File: src/rtl/alu_logger_pkg.sv
`default_nettype none
// ============================================================================
// Module      : alu_logger_pkg
// Description : ALU opcode encoding and shared result function for the logger.
// Revision    : 1.0 - initial release
// ============================================================================
package alu_logger_pkg;

    typedef enum logic [1:0] {
        ADD = 2'b00,
        SUB = 2'b01,
        AND = 2'b10,
        OR  = 2'b11
    } alu_op_e;

    // Widest operand alu_f supports; callers zero-extend in and truncate out,
    // which keeps ADD/SUB modulo 2^width for any narrower width.
    localparam int ALU_MAX_W = 64;

    function automatic logic [ALU_MAX_W-1:0] alu_f(
        input alu_op_e              op,
        input logic [ALU_MAX_W-1:0] a,
        input logic [ALU_MAX_W-1:0] b
    );
        logic [ALU_MAX_W-1:0] res;
        case (op)
            ADD:     res = a + b;
            SUB:     res = a - b;
            AND:     res = a & b;
            default: res = a | b;
        endcase
        return res;
    endfunction

endpackage
`default_nettype wire

File: src/rtl/alu_result_logger_alu.sv
`default_nettype none
// ============================================================================
// Module      : alu_result_logger_alu
// Description : Combinational ALU (ADD/SUB/AND/OR) feeding the result logger.
// Revision    : 1.0 - initial release
// ============================================================================
module alu_result_logger_alu
    import alu_logger_pkg::*;
#(
    parameter int width_p = 8
) (
    input  logic [1:0]         sel_i,
    input  logic [width_p-1:0] a_i,
    input  logic [width_p-1:0] b_i,
    output logic [width_p-1:0] res_o
);

    alu_op_e w_op;

    assign w_op  = alu_op_e'(sel_i);
    assign res_o = width_p'(alu_f(w_op, ALU_MAX_W'(a_i), ALU_MAX_W'(b_i)));

endmodule
`default_nettype wire

File: src/rtl/alu_result_logger.sv
`default_nettype none
// ============================================================================
// Module      : alu_result_logger
// Description : Logs ALU results to a 1rw SRAM with arbitrated readback port.
// Revision    : 1.0 - initial release
// ============================================================================
module alu_result_logger
    import alu_logger_pkg::*;
#(
    parameter int width_p = 8,
    parameter int els_p   = 512,
    parameter int wrap_p  = 0,
    localparam int c_addr_w = $clog2(els_p),
    localparam int c_cnt_w  = $clog2(els_p + 1)
) (
    input  logic                clk,
    input  logic                reset,
    input  logic                clear_i,
    input  logic                op_v_i,
    output logic                op_ready_o,
    input  logic [1:0]          sel_i,
    input  logic [width_p-1:0]  a_i,
    input  logic [width_p-1:0]  b_i,
    input  logic                rd_v_i,
    input  logic [c_addr_w-1:0] rd_addr_i,
    output logic                rd_v_o,
    output logic [width_p-1:0]  rd_data_o,
    output logic [c_cnt_w-1:0]  count_o,
    output logic                full_o,
    output logic                sram_ce_o,
    output logic                sram_we_o,
    output logic [c_addr_w-1:0] sram_addr_o,
    output logic [width_p-1:0]  sram_wd_o,
    output logic [width_p-1:0]  sram_w_mask_o,
    input  logic [width_p-1:0]  sram_rd_i
);

    localparam logic [c_addr_w-1:0] c_last_addr = c_addr_w'(els_p - 1);
    localparam logic [c_cnt_w-1:0]  c_els_cnt   = c_cnt_w'(els_p);

    logic                w_op_fire;
    logic                w_rd_fire;
    logic                w_rd_hit;
    logic [width_p-1:0]  w_result;
    logic [width_p-1:0]  w_rd_ret;

    logic [c_addr_w-1:0] r_wptr;
    logic [c_cnt_w-1:0]  r_count;
    logic                r_sram_ce;
    logic                r_sram_we;
    logic [c_addr_w-1:0] r_sram_addr;
    logic [width_p-1:0]  r_sram_wd;
    logic                r_rd_p1;
    logic                r_rd_hit_p1;
    logic                r_rd_v;
    logic                r_rd_hit_p2;
    logic [width_p-1:0]  r_rd_hold;

    alu_result_logger_alu #(
        .width_p (width_p)
    ) u_alu (
        .sel_i (sel_i),
        .a_i   (a_i),
        .b_i   (b_i),
        .res_o (w_result)
    );

    // Reads win the single SRAM port, so a pending op stalls behind them.
    assign full_o     = (r_count == c_els_cnt);
    assign op_ready_o = ~reset & ~clear_i & ~rd_v_i & ((wrap_p != 0) | ~full_o);
    assign w_op_fire  = op_v_i & op_ready_o;
    assign w_rd_fire  = rd_v_i & ~reset;
    assign w_rd_hit   = w_rd_fire & (c_cnt_w'(rd_addr_i) < r_count);

    always_ff @(posedge clk) begin
        if (reset || clear_i) begin
            r_wptr  <= '0;
            r_count <= '0;
        end else if (w_op_fire) begin
            r_wptr  <= (r_wptr == c_last_addr) ? '0 : r_wptr + 1'b1;
            r_count <= (r_count == c_els_cnt) ? r_count : r_count + 1'b1;
        end
    end

    always_ff @(posedge clk) begin
        if (reset) begin
            r_sram_ce   <= 1'b0;
            r_sram_we   <= 1'b0;
            r_sram_addr <= '0;
            r_sram_wd   <= '0;
        end else begin
            r_sram_ce <= w_op_fire | w_rd_hit;
            r_sram_we <= w_op_fire;
            if (w_op_fire) begin
                r_sram_addr <= r_wptr;
                r_sram_wd   <= w_result;
            end else if (w_rd_hit) begin
                r_sram_addr <= rd_addr_i;
            end
        end
    end

    // Misses return zero on the same schedule as hits, without touching the SRAM.
    assign w_rd_ret = r_rd_hit_p2 ? sram_rd_i : '0;

    always_ff @(posedge clk) begin
        if (reset) begin
            r_rd_p1     <= 1'b0;
            r_rd_hit_p1 <= 1'b0;
            r_rd_v      <= 1'b0;
            r_rd_hit_p2 <= 1'b0;
            r_rd_hold   <= '0;
        end else begin
            r_rd_p1     <= w_rd_fire;
            r_rd_hit_p1 <= w_rd_hit;
            r_rd_v      <= r_rd_p1;
            r_rd_hit_p2 <= r_rd_hit_p1;
            if (r_rd_v) begin
                r_rd_hold <= w_rd_ret;
            end
        end
    end

    assign rd_v_o        = r_rd_v;
    assign rd_data_o     = r_rd_v ? w_rd_ret : r_rd_hold;
    assign count_o       = r_count;
    assign sram_ce_o     = r_sram_ce;
    assign sram_we_o     = r_sram_we;
    assign sram_addr_o   = r_sram_addr;
    assign sram_wd_o     = r_sram_wd;
    assign sram_w_mask_o = '1;

endmodule
`default_nettype wire

File: config.mk
export PLATFORM = sky130hd
export DESIGN_NAME = alu_result_logger
export DESIGN_NICKNAME = d
export VERILOG_FILES = /design/src/rtl/alu_logger_pkg.sv /design/src/rtl/alu_result_logger_alu.sv /design/src/rtl/alu_result_logger.sv
export SDC_FILE = /design/constraint.sdc
export NUM_CORES = 1
export LEC_CHECK = 0
export CAP_MARGIN = 20
export CORE_ASPECT_RATIO = 1.2
export CORE_UTILIZATION = 51
export DETAILED_ROUTE_END_ITERATION = 8
export GPL_TIMING_DRIVEN = 1
export PLACE_DENSITY = 0.95
export REMOVE_ABC_BUFFERS = 1
export SLEW_MARGIN = 20
export SYNTH_ARGS = -nofsm -noshare
export SYNTH_HDL_FRONTEND = slang
export SYNTH_SLANG_ARGS = --single-unit
File: constraint.sdc
create_clock -name clk -period 6.1 [get_ports clk]
set_clock_uncertainty 0.05 [all_clocks]
set_input_delay 1.525 -clock clk [delete_from_list [all_inputs] [get_ports clk]]
set_output_delay 1.525 -clock clk [all_outputs]
set_load 0.03 [all_outputs]
==> flow_summary.ini, run 1 <==
[power_and_ir_drop]
p_int_uw = 531
power_density_nw_per_um2 = 188
ir_worst_vdd_v = 0.0000927
power.switching_uw = 195
comb_power_share_pct = 22.0
clkPwrFrac_pct = 31.6
sequentialPowerShare_pct = 46.4
switching_share_pct = 26.9
p_leak_nw = 1.42

[setup_path]
path_cells = clkdlybuf4s50_1 > or2_2 > nor3_1 > clkdlybuf4s50_1
arrival_ps = 3340
cpMostUsedCell = clkdlybuf4s50_1
critPathBufInv = 2
required_ps = 4530
cpMaxStageDelayCell = clkdlybuf4s50_1
critPathMaxStageDelay_ps = 700
worstSetupPathType = in -> out
crit_path_end_kind = output pin
start_kind = primary input
cp_top_family = buffers and inverters
worstPathMaxFanout = 20

[place]
place_hpwl_um = 5290
place.gp.congestion = 0.878
placed_cells = 495
io_buffer_count = 79

[sta]
drv_slew = 0
hold_viol_final = 0
timing.max_slew.rel_slack_pct = 56.2
rsz0062_at_grt = false
fmax_mhz = 203
fin_setup_tns_ps = 0
period_needed_ps = 4920
tightest_slew_ps = 656
finalSetupViolCount = 0
finalCritPeriodShare_pct = 80.6

[logic_synthesis]
yosys-top-cells-area = dfxtp_1 34%, ha_1 9.2%, nor2_1 4.9%
yosysWarnings = 0
synthCells = 369
synth_area_per_cell_um2 = 8.07
yosysSeqAreaShare_pct = 33.6
yosysTopAreaCellShare_pct = 33.6
synth-edff-count = 0
ys_dominant_reg_cell = dfxtp_1
synth-async-reset-ratio_pct = 0
yosysTopAreaCell = dfxtp_1
yosys_register_bits = 50
synthDistinctLibCells = 47
netlist_area_um2 = 2980

[global_route]
grt_remaining_overflow = 0
grt_pass1_wl_um = 11800
grt_max_degree = 30
grt_pass1_vias = 2759
antenna_found_initial = 0
track_usage_pct = 23.9

[detailed_routing]
vias = 2744
drcViolationCount = 0
first_iter_violations = 173
antenna_left = 0
dr.pass1.iters = 4
routed_wl_um = 6990
routedWlPerCell_um = 13.9
routed_via_density = 5.46

[status]
status = completed

[floorplanning]
initial_core_util_pct = 52.9
rows = 30
core_um2 = 5630
die_w_um = 71.7
die_area_um2 = 6150
num_io_pins = 88
die_h_um = 85.7

[cts]
cts_tree = built
clockRootBuffer = clkbuf_8
cts_setup_buffers = 0
clkTransAtPathRegs_ps = 90
h-tree-depth = 2
insertion_delay_ps = 300
cts_resized = 0
cts_sinks = 50
clock_path_buffers = 2
hold_buffers = 0
cts-buffers-inserted = 5

[cells_and_area]
diodes = 0
drive_gt1_share_pct = 3.64
fill_cells = 436
syn_to_final_growth_pct = 29.7
final_common_cell = clkdlybuf4s50_1
final_nets = 501
final_cell_mix = 79 x clkdlybuf4s50_1, 50 x dfxtp_1, 39 x nor2_1
fin_cells = 503

[min_path]
hold_path.class = reg -> reg

[flow_run]
maxCapViolations = 0
[cell families (layout without fill, tap and decap cells)]
group	Yosys count	after routing	share of synthesized area, %
other cells	1	8	0.126
compound gates	79	79	16.1
buf+inv	57	120	8.70
flops	50	50	33.6
xor+xnor	19	19	5.59
simple gates	123	123	20.2
mux	13	13	4.46
fa+ha+maj	27	27	11.3
[per-layer routing]
metal  track usage (%)  share of wire [%]  wire [µm]
met1              24.6                 40       2800
met2              45.5                 51       3560
met3              7.40                7.6        529
met4              7.49                1.3         90
met5                 0                  0          0
[registers in the layout, summed over array words and instances, names as in the netlist]
register and flops:
r_wptr 9, rd_v_o 1, r_rd_hit_p2 1, sram_wd_o 8
r_rd_hold 8, count_o 10, r_rd_hit_p1 1, r_rd_p1 1
sram_addr_o 9, sram_we_o 1, sram_ce_o 1
[cell usage after synthesis (all sizes together), types with 2 or more instances]
cell    number
mux2         2
nor2b       18
or3          3
xor2         3
nor3         6
xnor2       16
or2          2
dfxtp       50
a31oi        5
mux2i       11
nand4        4
nand2b       4
nand2       27
clkbuf      12
buf         15
nor4         2
nand3        9
ha          22
or4          2
and2         2
nor2        39
a211oi      17
o21ai       26
a21o         2
inv         30
a21oi       21
maj3         4
[path summary, 6_finish.rpt]
check | startpoint | end | slack, ps | cells after the start
worst max-delay path | clear_i | op_ready_o | 1180 | 4
worst max register to register | count_o[0]$_SDFFE_PP0P_ | count_o[2]$_SDFFE_PP0P_ | 3400 | 9
worst min-delay path | r_rd_p1$_SDFF_PP0_ | rd_v_o$_SDFF_PP0_ | 400 | 1
worst min register to register | r_rd_p1$_SDFF_PP0_ | rd_v_o$_SDFF_PP0_ | 400 | 1
[power by group through the flow]
stage	combinational (mW)	sequential (mW)	clock, mW
global route	0.175	0.338	0.247
CTS	0.159	0.337	0.232
floorplan	0.0806	0.356	0
detailed placement	0.158	0.345	0
finish	0.160	0.337	0.229
global placement	0.152	0.345	0
[final cells by class]
cell class	count	area [µm²]	area share (%)
multi-input combinational	269	1740	45.2
sequential	50	1000	25.9
timing repair buffer	82	813	21.1
tap	64	80.1	2.07
clock buffer	6	72.6	1.88
clock inverter	2	37.5	0.972
inverter	30	113	2.92
[per-stage QoR]
step	setup WS (ps)	util [%]	total power [mW]	area (µm²)	hold slack, ps
after floorplan	1900	-	0.437	2860	364
after global placement	1210	66.6	0.497	3750	367
after detailed placement	1190	66.6	0.503	3750	390
after CTS	1190	68.6	0.728	3860	406
after global routing	1100	68.6	0.761	3860	424
final	1180	68.6	0.726	3860	401
No activity file was read; power rests on OpenSTA's default activity.
==> run 2: changes to the inputs <==
--- a/config.mk
+++ b/config.mk
@@ -7,10 +7,10 @@
 export LEC_CHECK = 0
 export CAP_MARGIN = 20
 export CORE_ASPECT_RATIO = 1.2
-export CORE_UTILIZATION = 51
+export CORE_UTILIZATION = 43
 export DETAILED_ROUTE_END_ITERATION = 8
 export GPL_TIMING_DRIVEN = 1
-export PLACE_DENSITY = 0.95
+export PLACE_DENSITY = 0.87
 export REMOVE_ABC_BUFFERS = 1
 export SLEW_MARGIN = 20
 export SYNTH_ARGS = -nofsm -noshare
==> constraint.sdc (replaced) <==
create_clock -name clk -period 4.3 [get_ports clk]
set_clock_uncertainty 0.05 [all_clocks]
set_input_delay 1.075 -clock clk [delete_from_list [all_inputs] [get_ports clk]]
set_output_delay 1.075 -clock clk [all_outputs]
set_load 0.03 [all_outputs]
==> run 2 against run 1 <==
- global-route usage down 4.3 points
- die area up 18%
- sequential share of layout area down 0.21 points
- worst hold slack worse by 4.3 ps
- core utilization down 9.3 points
- via count down 0.55%
- register-to-register slack worse by 1400 ps
- first-iteration DRC count down 11%
- flip-flop and latch count unchanged
==> flow_summary.ini, run 2 (synthesized netlist as in run 1, its figures left out) <==
[detailed_routing]
routed_wl_um = 6910
drcViolationCount = 0
first_iter_violations = 154
vias = 2729
routedWlPerCell_um = 13.1
routed_via_density = 5.18
dr.pass1.iters = 4
antenna_left = 0

[cells_and_area]
final_core_util_pct = 59.3
diodes = 0
syn_to_final_growth_pct = 30.7
fin_cells = 527
largest_reg_flops = 10
fill_cells = 572
drive_gt1_share_pct = 4.75
stdcell_area_um2 = 3890
final_cell_mix = 78 x clkdlybuf4s50_1, 50 x dfxtp_1, 39 x nor2_1
final_common_cell = clkdlybuf4s50_1
final_nets = 504

[floorplanning]
die_area_um2 = 7260
rows = 32
die_h_um = 93.1
core_um2 = 6570
initial_core_util_pct = 45.3
num_io_pins = 88
die_w_um = 78.0

[cts]
clockRootBuffer = clkbuf_8
cts_setup_buffers = 0
clkTransAtPathRegs_ps = 90
cts_sinks = 50
cts_resized = 0
cts_tree = built
h-tree-depth = 2
cts-buffers-inserted = 5
hold_buffers = 0
clock_path_buffers = 2
insertion_delay_ps = 310

[setup_path]
start_kind = primary input
arrival_ps = 3830
worstSetupPathType = in -> reg
required_ps = 4440
crit_path_end_kind = flop
r2r_cells = 9
worstPathMaxFanout = 4

[place]
place.gp.congestion = 0.847
place_worst_setup_slack_ps = 281
place_hpwl_um = 5320
placed_cells = 519
place_area_um2 = 3800
io_buffer_count = 79

[global_route]
gr-usage-met3_pct = 5.56
met1_usage_pct = 21.2
antenna_found_initial = 0
track_usage_pct = 19.6
grt_busiest_layer = met2
grt_remaining_overflow = 0
grt_use_met2_pct = 36.6
grt_pass1_vias = 2703
grt_max_degree = 33
grt_pass1_wl_um = 11600

[sta]
period_needed_ps = 3690
tightest_slew_ps = 604
timing.max_slew.rel_slack_pct = 59.7
fin_setup_tns_ps = 0
hold_viol_final = 0
setup_slack_ps = 611
finalCritPeriodShare_pct = 85.8
drv_slew = 0
fmax_mhz = 271
rsz0062_at_grt = false
holdWs_ps = 397
finalSetupViolCount = 0

[status]
status = completed

[power_and_ir_drop]
p_leak_nw = 1.43
power_density_nw_per_um2 = 255
ir_worst_vdd_v = 0.000136
p_total_uw = 991

[min_path]
hold_path.class = reg -> reg
hold_path_depth = 1

[flow_run]
maxCapViolations = 0
[run 2: final cells by class]
cell class | instances | area, µm² | area share (%)
multi-input combinational | 269 | 1740 | 44.8
inverter | 30 | 113 | 2.89
timing repair buffer | 85 | 833 | 21.4
sequential | 50 | 1000 | 25.7
clock buffer | 6 | 82.6 | 2.12
clock inverter | 2 | 12.5 | 0.322
tap | 85 | 106 | 2.73
[run 2: worst paths after layout]
path,from,end,slack (ps)
worst max-delay path,b_i[0],sram_wd_o[6]$_SDFFE_PP0P_,610
worst min-delay path,r_rd_p1$_SDFF_PP0_,rd_v_o$_SDFF_PP0_,400
worst max register to register,count_o[0]$_SDFFE_PP0P_,r_wptr[2]$_SDFFE_PP0P_,1960
worst min register to register,r_rd_p1$_SDFF_PP0_,rd_v_o$_SDFF_PP0_,400
[run 2: power breakdown]
group | internal (mW) | switching (mW)
Sequential | 0.473 | 0.00624
Combinational | 0.108 | 0.117
Clock | 0.130 | 0.157
Total | 0.711 | 0.280
[run 2: worst max-delay path, cell delays in order]
cell and delay, ps:
clkdlybuf4s50_1 530, inv_1 80, ha_1 290, mux2_2 290
fa_1 430, nor2b_1 110, o21ai_0 110, a21boi_0 300
mux2_2 370, o21ai_0 160, a21oi_1 80
[run 2: layer usage]
layer	vias to the layer above	wire length [µm]
met3	12	504
li1	1385	-
met2	82	3450
met4	0	108
met1	1250	2850
met5	-	0
